--- config.mk ---
export PLATFORM = sky130hd
export DESIGN_NAME = dict_write_arbiter
export DESIGN_NICKNAME = d
export VERILOG_FILES = /design/src/rtl/dict_pkg.sv /design/src/rtl/dict_write_arbiter_rr_arb2.sv /design/src/rtl/dict_write_arbiter.sv
export SDC_FILE = /design/constraint.sdc
export NUM_CORES = 1
export LEC_CHECK = 0
export ABC_AREA = 0
export CORE_MARGIN = 4
export CORE_UTILIZATION = 42
export CTS_CLUSTER_DIAMETER = 50
export DETAILED_ROUTE_END_ITERATION = 16
export GPL_TIMING_DRIVEN = 0
export PLACE_DENSITY_LB_ADDON = 0.05
export SYNTH_ARGS = -nofsm -noshare
export SYNTH_HDL_FRONTEND = slang
export SYNTH_SLANG_ARGS = --single-unit
export TNS_END_PERCENT = 1
--- constraint.sdc ---
create_clock -name clk -period 2.5 [get_ports clk]
set_input_delay 0.375 -clock clk [delete_from_list [all_inputs] [get_ports clk]]
set_output_delay 0.375 -clock clk [all_outputs]
set_load 0.01 [all_outputs]
--- src/rtl/dict_pkg.sv ---
// Shared definitions for the dictionary write path: geometry of one
// fifo_dict entry, arbiter state encoding and requester indices.
package dict_pkg;

    localparam int DICT_DATA_WIDTH      = 32;
    localparam int DICT_WORDS_PER_ENTRY = 16;

    typedef enum logic {
        IDLE,
        BURST
    } dict_arb_state_t;

    localparam logic REQ_COMP   = 1'b0;
    localparam logic REQ_DECOMP = 1'b1;

endpackage

--- src/rtl/dict_write_arbiter_rr_arb2.sv ---
// Two-way round-robin picker: a lone requester wins outright; when both
// ask, the one that did not hold the most recent grant wins.
module rr_arb2
    import dict_pkg::*;
(
    input  logic [1:0] req,
    input  logic       last,
    output logic       gnt_idx
);

    // Pick the winner from the request pair and the previous owner
    always_comb begin
        gnt_idx = REQ_COMP;
        case (req)
            2'b01:   gnt_idx = REQ_COMP;
            2'b10:   gnt_idx = REQ_DECOMP;
            2'b11:   gnt_idx = ~last;
            default: gnt_idx = REQ_COMP;
        endcase
    end

endmodule

--- src/rtl/dict_write_arbiter.sv ---
// Shares the fifo_dict write port between the compressor and the
// decompressor/rebuild path. A grant lasts for one whole entry so the two
// streams never interleave words inside a dictionary line.
module dict_write_arbiter
    import dict_pkg::*;
#(
    parameter int  DATA_WIDTH      = DICT_DATA_WIDTH,
    parameter int  WORDS_PER_ENTRY = DICT_WORDS_PER_ENTRY,
    parameter int  LCNT_W          = 16,
    localparam int CNT_W           = $clog2(WORDS_PER_ENTRY)
)(
    input  logic                  clk,
    input  logic                  reset,
    input  logic [1:0]            req_valid,
    input  logic [DATA_WIDTH-1:0] req_data0,
    input  logic [DATA_WIDTH-1:0] req_data1,
    output logic [1:0]            req_ready,
    input  logic                  abort,
    output logic                  dict_wr,
    output logic [DATA_WIDTH-1:0] dict_w_data,
    output logic                  busy,
    output logic                  owner,
    output logic [CNT_W-1:0]      word_idx,
    output logic                  line_done,
    output logic [LCNT_W-1:0]     lines_written
);

    dict_arb_state_t       state, state_n;
    logic                  owner_n;
    logic [CNT_W-1:0]      idx_n;
    logic [LCNT_W-1:0]     lines_n;
    logic                  line_done_n;
    logic [DATA_WIDTH-1:0] last_data, last_data_n;
    logic [DATA_WIDTH-1:0] owner_data;
    logic                  gnt_idx;
    logic                  last_word;

    rr_arb2 u_rr_arb2 (
        .req     (req_valid),
        .last    (owner),
        .gnt_idx (gnt_idx)
    );

    assign owner_data  = (owner == REQ_DECOMP) ? req_data1 : req_data0;
    assign last_word   = (word_idx == CNT_W'(WORDS_PER_ENTRY - 1));
    assign busy        = (state == BURST);
    // Write data follows the owner while writing, otherwise holds the last word
    assign dict_w_data = dict_wr ? owner_data : last_data;

    // Next-state, grant bookkeeping and per-cycle handshake outputs
    always_comb begin
        state_n     = state;
        owner_n     = owner;
        idx_n       = word_idx;
        lines_n     = lines_written;
        line_done_n = 1'b0;
        last_data_n = last_data;
        req_ready   = 2'b00;
        dict_wr     = 1'b0;
        case (state)
            IDLE: begin
                // One-cycle arbitration bubble: grant only, no transfer
                if (|req_valid) begin
                    owner_n = gnt_idx;
                    state_n = BURST;
                end
            end
            BURST: begin
                if (abort) begin
                    // Abort beats any coincident transfer, even the final word
                    state_n = IDLE;
                    idx_n   = '0;
                end else begin
                    req_ready[owner] = 1'b1;
                    if (req_valid[owner]) begin
                        dict_wr     = 1'b1;
                        last_data_n = owner_data;
                        if (last_word) begin
                            state_n     = IDLE;
                            idx_n       = '0;
                            line_done_n = 1'b1;
                            lines_n     = lines_written + LCNT_W'(1);
                        end else begin
                            idx_n = word_idx + CNT_W'(1);
                        end
                    end
                end
            end
            default: state_n = IDLE;
        endcase
    end

    // State and bookkeeping registers; owner resets to 1 so requester 0 wins first
    always_ff @(posedge clk or posedge reset) begin
        if (reset) begin
            state         <= IDLE;
            owner         <= REQ_DECOMP;
            word_idx      <= '0;
            lines_written <= '0;
            line_done     <= 1'b0;
            last_data     <= '0;
        end else begin
            state         <= state_n;
            owner         <= owner_n;
            word_idx      <= idx_n;
            lines_written <= lines_n;
            line_done     <= line_done_n;
            last_data     <= last_data_n;
        end
    end

endmodule

==> results of run 1 <==
[registers in the layout, summed over array words and instances (netlist names)]
name / count
busy: 1
last_data: 32
line_done: 1
lines_written: 16
owner: 1
word_idx: 4
[worst max-delay path: cells and delay by family, from the launching register on]
kind	cells	cell delay [ns]
AOI/OAI and AO/OA	1	0.17
buffers and inverters	4	0.71
DFF	1	0.59
muxes	1	0.24
and+or+nand+nor	1	0.08
[path summary, 6_finish.rpt]
| kind | endpoint | slack, ns |
|---|---|---|
| hold reg to reg | lines_written[15] | 0.48 |
| min in group asynchronous | last_data[12] | 0.44 |
| max in group asynchronous | owner | 1.43 |
| setup / recovery | dict_w_data[18] | 0.03 |
| hold / removal | word_idx[0] | 0.39 |
| setup reg to reg | lines_written[6] | 0.77 |
[power by group through the flow]
stage          registers [mW]  logic [mW]  clock network [mW]
2_1_floorplan            1.21       0.835                   0
3_3_place_gp             1.22        1.58                   0
3_5_place_dp             1.22        1.61                   0
4_1_cts                  1.21        1.52               0.608
5_1_grt                  1.26        1.75               0.653
6_report                 1.24        1.59               0.600
[layout make-up]
class | instances | area, um2 | share of cell area
Clock buffer | 5 | 68.82 | 0.01577
Clock inverter | 3 | 43.79 | 0.01004
Inverter | 5 | 18.77 | 0.004302
Timing Repair Buffer | 135 | 1289 | 0.2954
Tap cell | 77 | 96.34 | 0.02208
Multi-Input combinational cell | 208 | 1336 | 0.3063
Sequential cell | 55 | 1378 | 0.3157
Buffer | 16 | 132.6 | 0.03040
[layout by cell type, fill, tap and decap left out, drive strengths merged, types with 2 or more instances in the layout]
master	Yosys	routed
clkbuf	0	19
xor2	6	6
mux2i	33	33
nor2	43	43
xnor2	9	9
inv	5	5
nand2	8	8
nor3	7	7
nand4	5	5
nand3	10	10
dlygate4sd2	0	3
a22o	2	2
ha	2	2
a21oi	69	69
clkinv	0	2
clkdlybuf4s15	0	14
buf	16	27
dfrtp	54	54
clkdlybuf4s50	0	92
o21ai	3	3
nor4	3	3
[logic make-up after synthesis]
family,count (synthesis)
XOR/XNOR,15
AO/OA/AOI/OAI,76
flip-flops,55
buffers and inverters,21
adder cells (fa/ha/maj),2
AND/OR/NAND/NOR,81
multiplexers,34
[timing repair]
| item | CTS | global route |
|---|---|---|
| gates resized for setup | 81 | 48 |
| endpoints found under the setup margin | 35 | 31 |
| pin swaps | 0 | 0 |
| setup buffers | 1 | 7 |
| endpoints found under the hold margin | 0 | 0 |
[per-layer routing]
metal	GRT usage	share of wire	vias to the layer above
li1	-	-	1280
met1	0.2461	0.43	1246
met2	0.3027	0.46	85
met3	0.05253	0.086	12
met4	0.05954	0.017	0
met5	0	0	-
[stage by stage]
step | hold slack, ns | std cells | util | setup WS (ns)
after floorplan | 0.4450 | 284 | - | 0.4794
after global placement | 0.4602 | 487 | 0.6471 | -0.2816
after detailed placement | 0.4707 | 488 | 0.6503 | -0.2408
after CTS | 0.4658 | 497 | 0.6726 | -0.07750
after global routing | 0.4018 | 504 | 0.6832 | -0.06381
final | 0.3918 | 504 | 0.6832 | 0.02567
==> impl_summary.log, run 1 <==
[metrics] outcome: completed
[metrics] max cap viols: 0
[metrics] diodes inserted: 0
[metrics] post-synthesis share of cell area spent on xor and xnor gates: 0.04734
[metrics] number of buffer cells added on primary ports: 126
[metrics] cell type with the largest total area after synthesis: sky130_fd_sc_hd__dfrtp_1
[metrics] Layout Skew: 0.008327 ns
[metrics] clock tree from TritonCTS: yes
[metrics] global-route wire length before repair: 11700 um
[metrics] Starting Density: 0.4346
[metrics] Synth top area share: 0.4869
[metrics] source of the worst hold timing path: abort
[metrics] cell row count: 29
[metrics] sequential power share: 0.361
[metrics] vias per inst: 5.204
[metrics] worst skew pair latency: 0.31 ns
[metrics] Final Max Slew Viols: 0
[metrics] fraction of final layout cells sized beyond drive strength 1: 0.2084
[metrics] cell depth of the worst hold path: 2
[metrics] CTS Buffer Depth: 2
[metrics] via total after detailed routing: 2623
[metrics] Post-layout nets: 497
[metrics] final cycle utilization of the critical path: 0.9897
[metrics] internal power consumption: 2.239 mW
[metrics] complex-gate fraction of the synthesized area: 0.1416
[metrics] synthesized-area fraction occupied by adder cells: 0.009017
[metrics] proportion of total power due to net switching: 0.3468
[metrics] setup total negative slack: 0 ns
[metrics] dominant register cell in the synthesized netlist: sky130_fd_sc_hd__dfrtp_1
[metrics] number of instances in the synthesized netlist: 284
[metrics] cell depth of the worst flop-to-flop path: 6
[metrics] share of cell area taken by muxes after synthesis: 0.1276
[metrics] Die Footprint: 7972 um2
[metrics] final antenna-violating net count: 0
[metrics] net count after synthesis: 355
[metrics] Period minus WS final: 2.474 ns
[metrics] share of synthesized registers carrying an async set or reset: 1.000
[metrics] slowest cell on the critical path: sky130_fd_sc_hd__dfstp_2
[metrics] total placed instance area: 4153 um2
[metrics] number of synthesized register bits: 55
[metrics] All-Layer GR Usage: 0.1880
[metrics] routed length per placed instance: 15.10 um
[metrics] number of buffers added to fix hold violations after cts: 0
[metrics] CP Launch Point: owner
[metrics] maximum number of pins on one net before global-route repair: 29
[metrics] Netlist Area Pre-Place: 2775 um2
[metrics] first-pass iteration count of the detailed router: 5
[metrics] chip height: 89.29 um
[metrics] Core Footprint: 6386 um2
[metrics] transition time at the pin with the least slew margin: 0.5984 ns
[metrics] synthesis-to-layout area growth: 57.21%
[metrics] synthesized area per cell: 9.772 um2
[metrics] main combinational cell family by area after synthesis: compound AO/OA/AOI/OAI gates
[metrics] synth unique cells: 32
[metrics] ordered list of cells on the worst path: buf_12 -> mux2i_4 -> nor2_2 -> buf_6 -> buf_2 -> a21oi_1 -> clkdlybuf4s15_2
[metrics] unrepaired setup endpoints after global routing: true
[metrics] worst r2r src: word_idx[0]
[metrics] maximum vdd drop: 0.0005254 V
[metrics] Leakage Power: 1.943 nW
[metrics] GR Overflow Total: 0
[metrics] final-report hold violation count: 0
[metrics] clock buffers created by TritonCTS: 5
[metrics] maximum cell stage delay along the critical path: 0.59 ns
[metrics] Psw: 1.189 mW
[metrics] max-slew headroom at the worst pin: 0.6005
[metrics] via count of the first global-routing pass: 2468
[metrics] number of synthesized flops with an enable pin: 0
[metrics] top cells by area in the synthesized netlist: sky130_fd_sc_hd__dfrtp_1 49%, sky130_fd_sc_hd__a21oi_1 12%, sky130_fd_sc_hd__mux2i_1 12%, sky130_fd_sc_hd__nor2_1 5.7%, sky130_fd_sc_hd__xnor2_1 2.8%
[metrics] maximum fanout along the worst path: 10
[metrics] startpoint kind of the worst setup timing path: flip-flop
[metrics] library cell used as clock root buffer: sky130_fd_sc_hd__clkbuf_8
[metrics] count of final setup violators: 0
[metrics] top post-synthesis cells by count: 69 x sky130_fd_sc_hd__a21oi_1, 54 x sky130_fd_sc_hd__dfrtp_1, 42 x sky130_fd_sc_hd__nor2_1, 32 x sky130_fd_sc_hd__mux2i_1
[metrics] floorplan die width: 89.29 um
[metrics] number of top-level design ports: 127
[metrics] power per cell area: 785.8 nW/um2
[metrics] synthesized-area fraction occupied by and/or/nand/nor cells: 0.1344
[metrics] DRT iter0 DRCs: 67
[metrics] Total Power: 3.428 mW
[metrics] Worst Path Arrival: 2.10 ns
[metrics] sinks on the clock net: 55
[metrics] routability cong.: 0.7770
[metrics] Crit path required time: 2.12 ns
[metrics] share of power burned in the clock network: 0.175
[metrics] logic gate share of total power: 0.464
[metrics] leading cell type by number of instances after synthesis: sky130_fd_sc_hd__a21oi_1
[metrics] post-layout instance area: 4363 um2
[metrics] worst hold path type: input pin to flip-flop
[metrics] sequential-to-total area share from yosys stat: 0.4964
[metrics] number of antenna violations at the first check in global routing: 0
[metrics] achievable clock frequency: 404.1 MHz
[metrics] deepest level of the CTS H-tree: 2
[metrics] count of filler cells inserted in the layout: 547
[metrics] CP Class: flip-flop to output port
[metrics] crit path capture type: output port
[metrics] WL final: 7608 um
[metrics] DRC Markers: 0
[metrics] count of warnings emitted by yosys: 0
[metrics] HPWL reported at the end of detailed placement: 5799 um
[metrics] register clock-pin slew on the reported worst setup and hold paths: 0.10 ns
Note: power is estimated with default switching activity, not from simulation.
==> inputs of run 2 (changes only) <==
- HOLD_SLACK_MARGIN: not set -> 0.03
- clock period: 2.5 -> 2.6 ns (I/O delays scaled with it)
==> run 2 against run 1 <==
Clock power is 3.8% lower; wire length fell by 1.1%; utilization is 2.7 points lower; combinational power shrank 14%; first-iteration DRC count rose by 45%; sequential share of layout area is 1.3 points higher; register-to-register slack improved by 0.10 ns.
==> impl_summary.log, run 2 (synthesis results as in run 1) <==
[metrics] outcome: completed
[metrics] register clock-pin slew on the reported worst setup and hold paths: 0.10 ns
[metrics] diodes inserted: 0
[metrics] Layout Skew: 0.007719 ns
[metrics] synthesis-to-layout area growth: 50.90%
[metrics] WL final: 7523 um
[metrics] floorplan die width: 89.29 um
[metrics] Psw: 1.102 mW
[metrics] logic gate share of total power: 0.440
[metrics] Period minus WS final: 2.596 ns
[metrics] final design utilization: 0.6558
[metrics] most flop-heavy register: last_data
[metrics] power per cell area: 744.6 nW/um2
[metrics] Worst Path Arrival: 2.21 ns
[metrics] HPWL reported at the end of detailed placement: 5799 um
[metrics] clock buffers created by TritonCTS: 5
[metrics] proportion of total power due to net switching: 0.3533
[metrics] Crit path required time: 2.21 ns
[metrics] crit path capture type: output port
[metrics] DRC Markers: 0
[metrics] first-pass iteration count of the detailed router: 5
[metrics] DRT iter0 DRCs: 97
[metrics] final cycle utilization of the critical path: 0.9983
[metrics] largest registers ranked by flip-flop count: last_data: 32 flops, lines_written: 16 flops, word_idx: 4 flops
[metrics] routed length per placed instance: 15.14 um
[metrics] worst skew pair latency: 0.31 ns
[metrics] most common cell after layout, fill and taps aside: sky130_fd_sc_hd__clkdlybuf4s50_1
[metrics] achievable clock frequency: 385.3 MHz
[metrics] GR Overflow Total: 0
[metrics] share of power burned in the clock network: 0.185
[metrics] max cap viols: 0
[metrics] worst r2r src: word_idx[0]
[metrics] maximum number of pins on one net before global-route repair: 29
[metrics] CTS Buffer Depth: 2
[metrics] CP Class: flip-flop to output port
[metrics] fraction of final layout cells sized beyond drive strength 1: 0.1524
[metrics] sequential power share: 0.375
[metrics] slowest cell on the critical path: sky130_fd_sc_hd__dfstp_2
[metrics] maximum cell stage delay along the critical path: 0.59 ns
[metrics] number of buffer cells added on primary ports: 126
[metrics] vias per inst: 5.191
[metrics] Starting Density: 0.4346
[metrics] library cell used as clock root buffer: sky130_fd_sc_hd__clkbuf_8
[metrics] Leakage Power: 1.882 nW
[metrics] max reg flops: 32
[metrics] count of filler cells inserted in the layout: 568
[metrics] max-slew headroom at the worst pin: 0.5975
[metrics] final-report hold violation count: 0
[metrics] via count of the first global-routing pass: 2462
[metrics] Die Footprint: 7972 um2
[metrics] Core Footprint: 6386 um2
[metrics] number of antenna violations at the first check in global routing: 0
[metrics] top library cells by usage in the layout, fill and taps aside: 93 x sky130_fd_sc_hd__clkdlybuf4s50_1, 69 x sky130_fd_sc_hd__a21oi_1, 54 x sky130_fd_sc_hd__dfrtp_1
[metrics] number of top-level design ports: 127
[metrics] startpoint kind of the worst setup timing path: flip-flop
[metrics] CP Launch Point: owner
[metrics] count of final setup violators: 0
[metrics] via total after detailed routing: 2580
[metrics] deepest level of the CTS H-tree: 2
[metrics] Final Max Slew Viols: 0
[metrics] All-Layer GR Usage: 0.1878
[metrics] Post-layout nets: 490
[metrics] transition time at the pin with the least slew margin: 0.6029 ns
[metrics] chip height: 89.29 um
[metrics] unrepaired setup endpoints after global routing: true
[metrics] clock tree from TritonCTS: yes
[metrics] maximum fanout along the worst path: 10
[metrics] final antenna-violating net count: 0
[metrics] internal power consumption: 2.017 mW
[metrics] setup total negative slack: 0 ns
[metrics] sinks on the clock net: 55
[metrics] ordered list of cells on the worst path: buf_12 -> mux2i_4 -> nor2_2 -> buf_4 -> buf_6 -> nor2_1 -> a21oi_1 -> dlygate4sd2_1
[metrics] maximum vdd drop: 0.0004909 V
[metrics] routability cong.: 0.7770
[metrics] cell row count: 29
[metrics] global-route wire length before repair: 11680 um
[metrics] worst hold path type: input pin to asynchronous set/reset pin
==> run 2: critical path: cells and delay by family, from the launching register on <==
| kind | cells | cell delay [ns] |
|---|---|---|
| simple gates | 2 | 0.21 |
| buf+inv | 4 | 0.77 |
| mux | 1 | 0.26 |
| flops | 1 | 0.59 |
| compound gates | 1 | 0.07 |
==> run 2: layout make-up <==
cell class              instances  area (um2)  area share
well taps                      77       96.34     0.02301
repair buffers                128        1165      0.2782
plain buffers                  16       118.9     0.02838
clock inverters                 3       43.79     0.01046
inverters                       5       18.77    0.004482
clock buffers                   5       68.82     0.01643
multi-input cells             208        1299      0.3101
flip-flops and latches         55        1378      0.3290
==> run 2: stage by stage <==
step	cells	power [mW]	hold slack, ns	cell area (um2)	setup slack [ns]
final	497	3.118	0.4566	4188	0.004438
after global routing	497	3.337	0.4970	4188	-0.08998
after CTS	497	3.159	0.4808	4250	0.003412
after detailed placement	488	2.719	0.4707	4153	-0.1708
after global placement	487	2.687	0.4602	4133	-0.1966
after floorplan	284	1.970	0.4600	2775	0.5644
==> run 2: repair_timing <==
| item | in CTS | in global routing |
|---|---|---|
| setup endpoints to repair | 35 | 32 |
| hold buffers | 0 | 0 |
| resized for setup | 39 | 52 |
| buffers inserted | 1 | 0 |
==> run 2: power groups by stage <==
stage / combinational [mW] / sequential, mW / clock (mW)
2_1_floorplan: 0.803 / 1.17 / 0
3_3_place_gp: 1.52 / 1.17 / 0
3_5_place_dp: 1.55 / 1.17 / 0
4_1_cts: 1.41 / 1.16 / 0.585
5_1_grt: 1.52 / 1.19 / 0.628
6_report: 1.37 / 1.17 / 0.577
==> run 2: final timing paths <==
| check | to | slack [ns] | depth (start not counted) |
|---|---|---|---|
| max in group asynchronous | owner | 1.50 | 3 |
| setup / recovery | dict_w_data[18] | 0.004 | 8 |
| setup reg to reg | lines_written[11] | 0.87 | 6 |
| hold / removal | last_data[12] | 0.46 | 2 |
| hold reg to reg | lines_written[15] | 0.49 | 1 |
| min in group clk | lines_written[15] | 0.49 | 1 |
==> run 2: routing by layer <==
layer | up-vias | global-route usage | part of all wire
met5 | - | 0 | 0
met4 | 0 | 0.05954 | 0.016
met3 | 12 | 0.05161 | 0.088
met2 | 85 | 0.3021 | 0.46
met1 | 1224 | 0.2466 | 0.43
li1 | 1259 | - | -
==> patch 1 (flow settings as in run 1) <==
Reset style: synchronous (`reset`), changed in one clocked block.
--- a/src/rtl/dict_write_arbiter.sv
+++ b/src/rtl/dict_write_arbiter.sv
@@ -91,7 +91,7 @@
     end
 
     // State and bookkeeping registers; owner resets to 1 so requester 0 wins first
-    always_ff @(posedge clk or posedge reset) begin
+    always_ff @(posedge clk) begin
         if (reset) begin
             state         <= IDLE;
             owner         <= REQ_DECOMP;
Behaviour: differs if reset is asserted again (counterexample within 4 cycles, from zero or initial values and one cycle with reset high); with reset held inactive, the same outputs for 10 cycles.
==> patch 1 against run 1 <==
Synthesized area is 4.1% lower; cell area decreased by 6.2%; worst setup slack better by 0.015 ns; sequential cell count is the same; routed wire length up 0.11%; highest routed layer unchanged; register-to-register slack worse by 0.35 ns.
Power is not compared: it rests on default switching activity, and its combinational part moved more than twofold at a synthesized area within 25%.
==> patch 1: results (changes against run 1) <==
f_max=406.6 MHz (+0.61%); asr flop ratio synth=0% (-100 points); drt pass-1 iters=4 (-1); WP data arrival=2.08 ns (-0.02 ns); clk cell area share=1.987% (-0.59 points); Final non-clock buffer share=32.90% (+0.32 points); CP max stage cell=clkdlybuf4s50_1; port buffer count=125 (-0.79%); Worst Reg2Reg Path Length in Cells=7 (+1); status=complete, no violations; r2r endpoint=lines_written[13]$_SDFFE_PP0P_; multiplexer share of the synthesized area=12.59% (-0.17 points); fin area=4093 sq um (-6.2%); post-CTS sizing=49 (-40%); reg2reg setup slack=0.42 ns (-0.35 ns); slew margin rel.=66.64% (+6.6 points); Post-DP Area=4008 sq um (-3.5%); vias in the first global route=2593 (+5.1%); final std cells w/o fill=518 (+2.8%); Unique masters post-synth=34 (+6.3%); Syn Nets=377 (+6.2%); total global-route track usage=19.67% (+0.87 points); Critical Path Sink=dict_w_data[1]; Post-Synthesis Cells=306 (+7.7%); Post-synth top cells=dfxtp_1, a21oi_1, nor2_1
## patch 1: worst max-delay path: cells and delay by family
family	cells	cell delay, ns
buffers and inverters	4	1.07
muxes	1	0.29
and+or+nand+nor	1	0.17
AOI/OAI and AO/OA	1	0.17
## patch 1: metal layers
metal,track usage (%),routed length (microns),vias up
met5,0,0,-
met4,7.113,114,0
met3,5.833,651,9
met2,29.86,3426,96
met1,26.48,3423,1252
li1,-,-,1409
## patch 1: power by group through the flow
stage | clock (W) | combinational [W] | sequential, W
5_1_grt | 0.000509 | 0.000492 | 0.000923
3_3_place_gp | 0 | 0.000468 | 0.000937
3_5_place_dp | 0 | 0.000471 | 0.000939
2_1_floorplan | 0 | 0.000214 | 0.000938
4_1_cts | 0.000480 | 0.000449 | 0.000918
6_report | 0.000466 | 0.000449 | 0.000919
## patch 1: cell families after synthesis
family / Yosys count
xor gates and xnor gates: 3
AOI/OAI and AO/OA: 102
adders and majority gates: 2
muxes: 33
and+or+nand+nor: 86
buffers and inverters: 25
DFF: 55
==> patch 2 (flow settings as in run 1) <==
Made on the original files. Change the parameter `LCNT_W` from 16 to 14.
--- a/src/rtl/dict_write_arbiter.sv
+++ b/src/rtl/dict_write_arbiter.sv
@@ -6,7 +6,7 @@
 #(
     parameter int  DATA_WIDTH      = DICT_DATA_WIDTH,
     parameter int  WORDS_PER_ENTRY = DICT_WORDS_PER_ENTRY,
-    parameter int  LCNT_W          = 16,
+    parameter int  LCNT_W          = 14,
     localparam int CNT_W           = $clog2(WORDS_PER_ENTRY)
 )(
     input  logic                  clk,
Ports: changed (resized lines_written); port bits go from 127 to 125. No check against the original RTL was run, so the function may have changed too.
==> patch 2 against run 1 <==
Worst setup slack improved by 0.034 ns; routed wire length down 5.9%; clock power fell by 14%; sequential cell count fell by 2; core utilization rose by 0.64 points; critical path depth unchanged; cell area shrank 4.8%; synthesized area down 4.8%; die area decreased by 4.4%; sequential power decreased by 3%; sequential share of layout area up 0.40 points; total power fell by 6.5%.
==> patch 2: results (changes against run 1) <==
status=complete, no violations; largest net degree at the start of global routing=41 (+41%); hpwl dp=5.521 mm (-4.8%); CTS max path bufs=2 (unchanged); DR WL met3=660 microns (+0.76%); root buffer cell=clkbuf_8; first-pass GRT wire length=11.55 mm (-1.3%); Final Net Count=466 (-6.2%); CTS buffer count=5 (unchanged); Largest register FFs=32 (unchanged); Filler Cells Inserted=535 (-2.2%); layout cells sized above 1=13.13% (-7.7 points); first-iteration detailed-routing DRC count=77 (+15%); CP max FO=10 (unchanged); P_comb=0.00149 W (-6%); port buffer count=124 (-1.6%); maximum vdd drop=459.5 uV (-13%); hold crit path type=input port to async pin; DP Cell Count=462 (-5.3%); GR Util met2=30.89% (+0.62 points); r2r endpoint=lines_written[12]$_DFFE_PP0P_; Post-DP Area=3998 sq um (-3.7%); Pleak=1.831 nW (-5.7%); Critical Path Max Stage Delay=0.58 ns; CP max stage cell=dfstp_2; global placement routability congestion=0.7351 (-5.4%); top post-synthesis cells by area=dfrtp_1, a21oi_1, mux2i_1, nor2_1, xnor2_1; switching power=0.001129 W (-5.0%); WL met2=3.448 mm (-2.4%); vias post-DR=2445 (-6.8%); antenna violations before repair=0 (unchanged); Seq power=0.00120 W (-3%); drt pass-1 iters=4 (-1); Worst-Skew Late Latency=0.30 ns; Syn Nets=333 (-6.2%); reg2reg setup slack=0.54 ns (-0.23 ns); Post-Synthesis Cells=262 (-7.7%); Post-Route WL=7.158 mm (-5.9%); register area share after synthesis=50.24% (+0.60 points); Largest regs=last_data: 32 flops, lines_written: 14 flops, word_idx: 4 flops; H-Tree Depth=2 (unchanged); DP Worst Slack=-0.5900 ns (-0.3492 ns); Setup WS post-layout=0.05953 ns (+0.03386 ns); total global-route track usage=19.03% (+0.23 points); Worst Reg2Reg Path Length in Cells=5 (-1); Post-synth top cells=a21oi_1, dfrtp_1, nor2_1; skew final=0.006865 ns (-0.001463 ns); final std cells w/o fill=471 (-6.5%); slew margin rel.=69.06% (+9.0 points); delay-heaviest family, CP=buffers and inverters; met1 usage=24.10% (-0.50 points); WL met1=2.992 mm (-9.2%); met3 usage=7.096% (+1.8 points); Unique masters post-synth=31 (-3.1%); warnings from Yosys=0 (unchanged)
-- patch 2: through the flow --
stage                     power [W]  hold slack, ns
after global placement     0.002754          0.4792
final                      0.003207          0.3537
after detailed placement   0.002790          0.4798
after CTS                  0.003175          0.3495
after floorplan            0.002008          0.4450
after global routing       0.003448          0.3846
-- patch 2: cell families after synthesis --
logic type	count (synthesis)	share of synthesized area, %
AOI/OAI and AO/OA	77	15.15
and+or+nand+nor	64	12.36
muxes	35	13.83
xor gates and xnor gates	13	4.309
DFF	53	50.24
adders and majority gates	2	0.9468
buffers and inverters	18	3.172
-- patch 2: worst max path at each step --
stage | start | end | depth (start not counted)
detailed placement | abort | dict_w_data[16] | 7
finish | owner$_DFFE_PP1P_ | dict_w_data[18] | 7
CTS | owner$_DFFE_PP1P_ | dict_wr | 5
global route | owner$_DFFE_PP1P_ | dict_w_data[29] | 7
floorplan | owner$_DFFE_PP1P_ | dict_w_data[13] | 5
global placement | abort | dict_w_data[16] | 7
-- patch 2: final cells by class --
cell class / instances / area, sq um / share of cell area, %
multi-input combinational: 191 / 1287 / 30.98
sequential: 53 / 1329 / 31.98
timing repair buffer: 126 / 1225 / 29.48
inverter: 3 / 11.26 / 0.2710
clock inverter: 1 / 5.005 / 0.1204
clock buffer: 7 / 96.34 / 2.319
buffer: 15 / 107.6 / 2.590
tap: 75 / 93.84 / 2.258
-- patch 2: timing repair --
action / CTS / global route
gates resized for setup: 48 / 30
setup buffers: 1 / 0
setup endpoints to repair: 34 / 28
-- patch 2: worst register-to-register path, stage by stage, from the launching register on --
cell and delay, ns:
dfrtp_1 0.45, ha_1 0.25, nand3_1 0.30, nor4b_4 0.52
nand4_1 0.19, xnor2_1 0.16
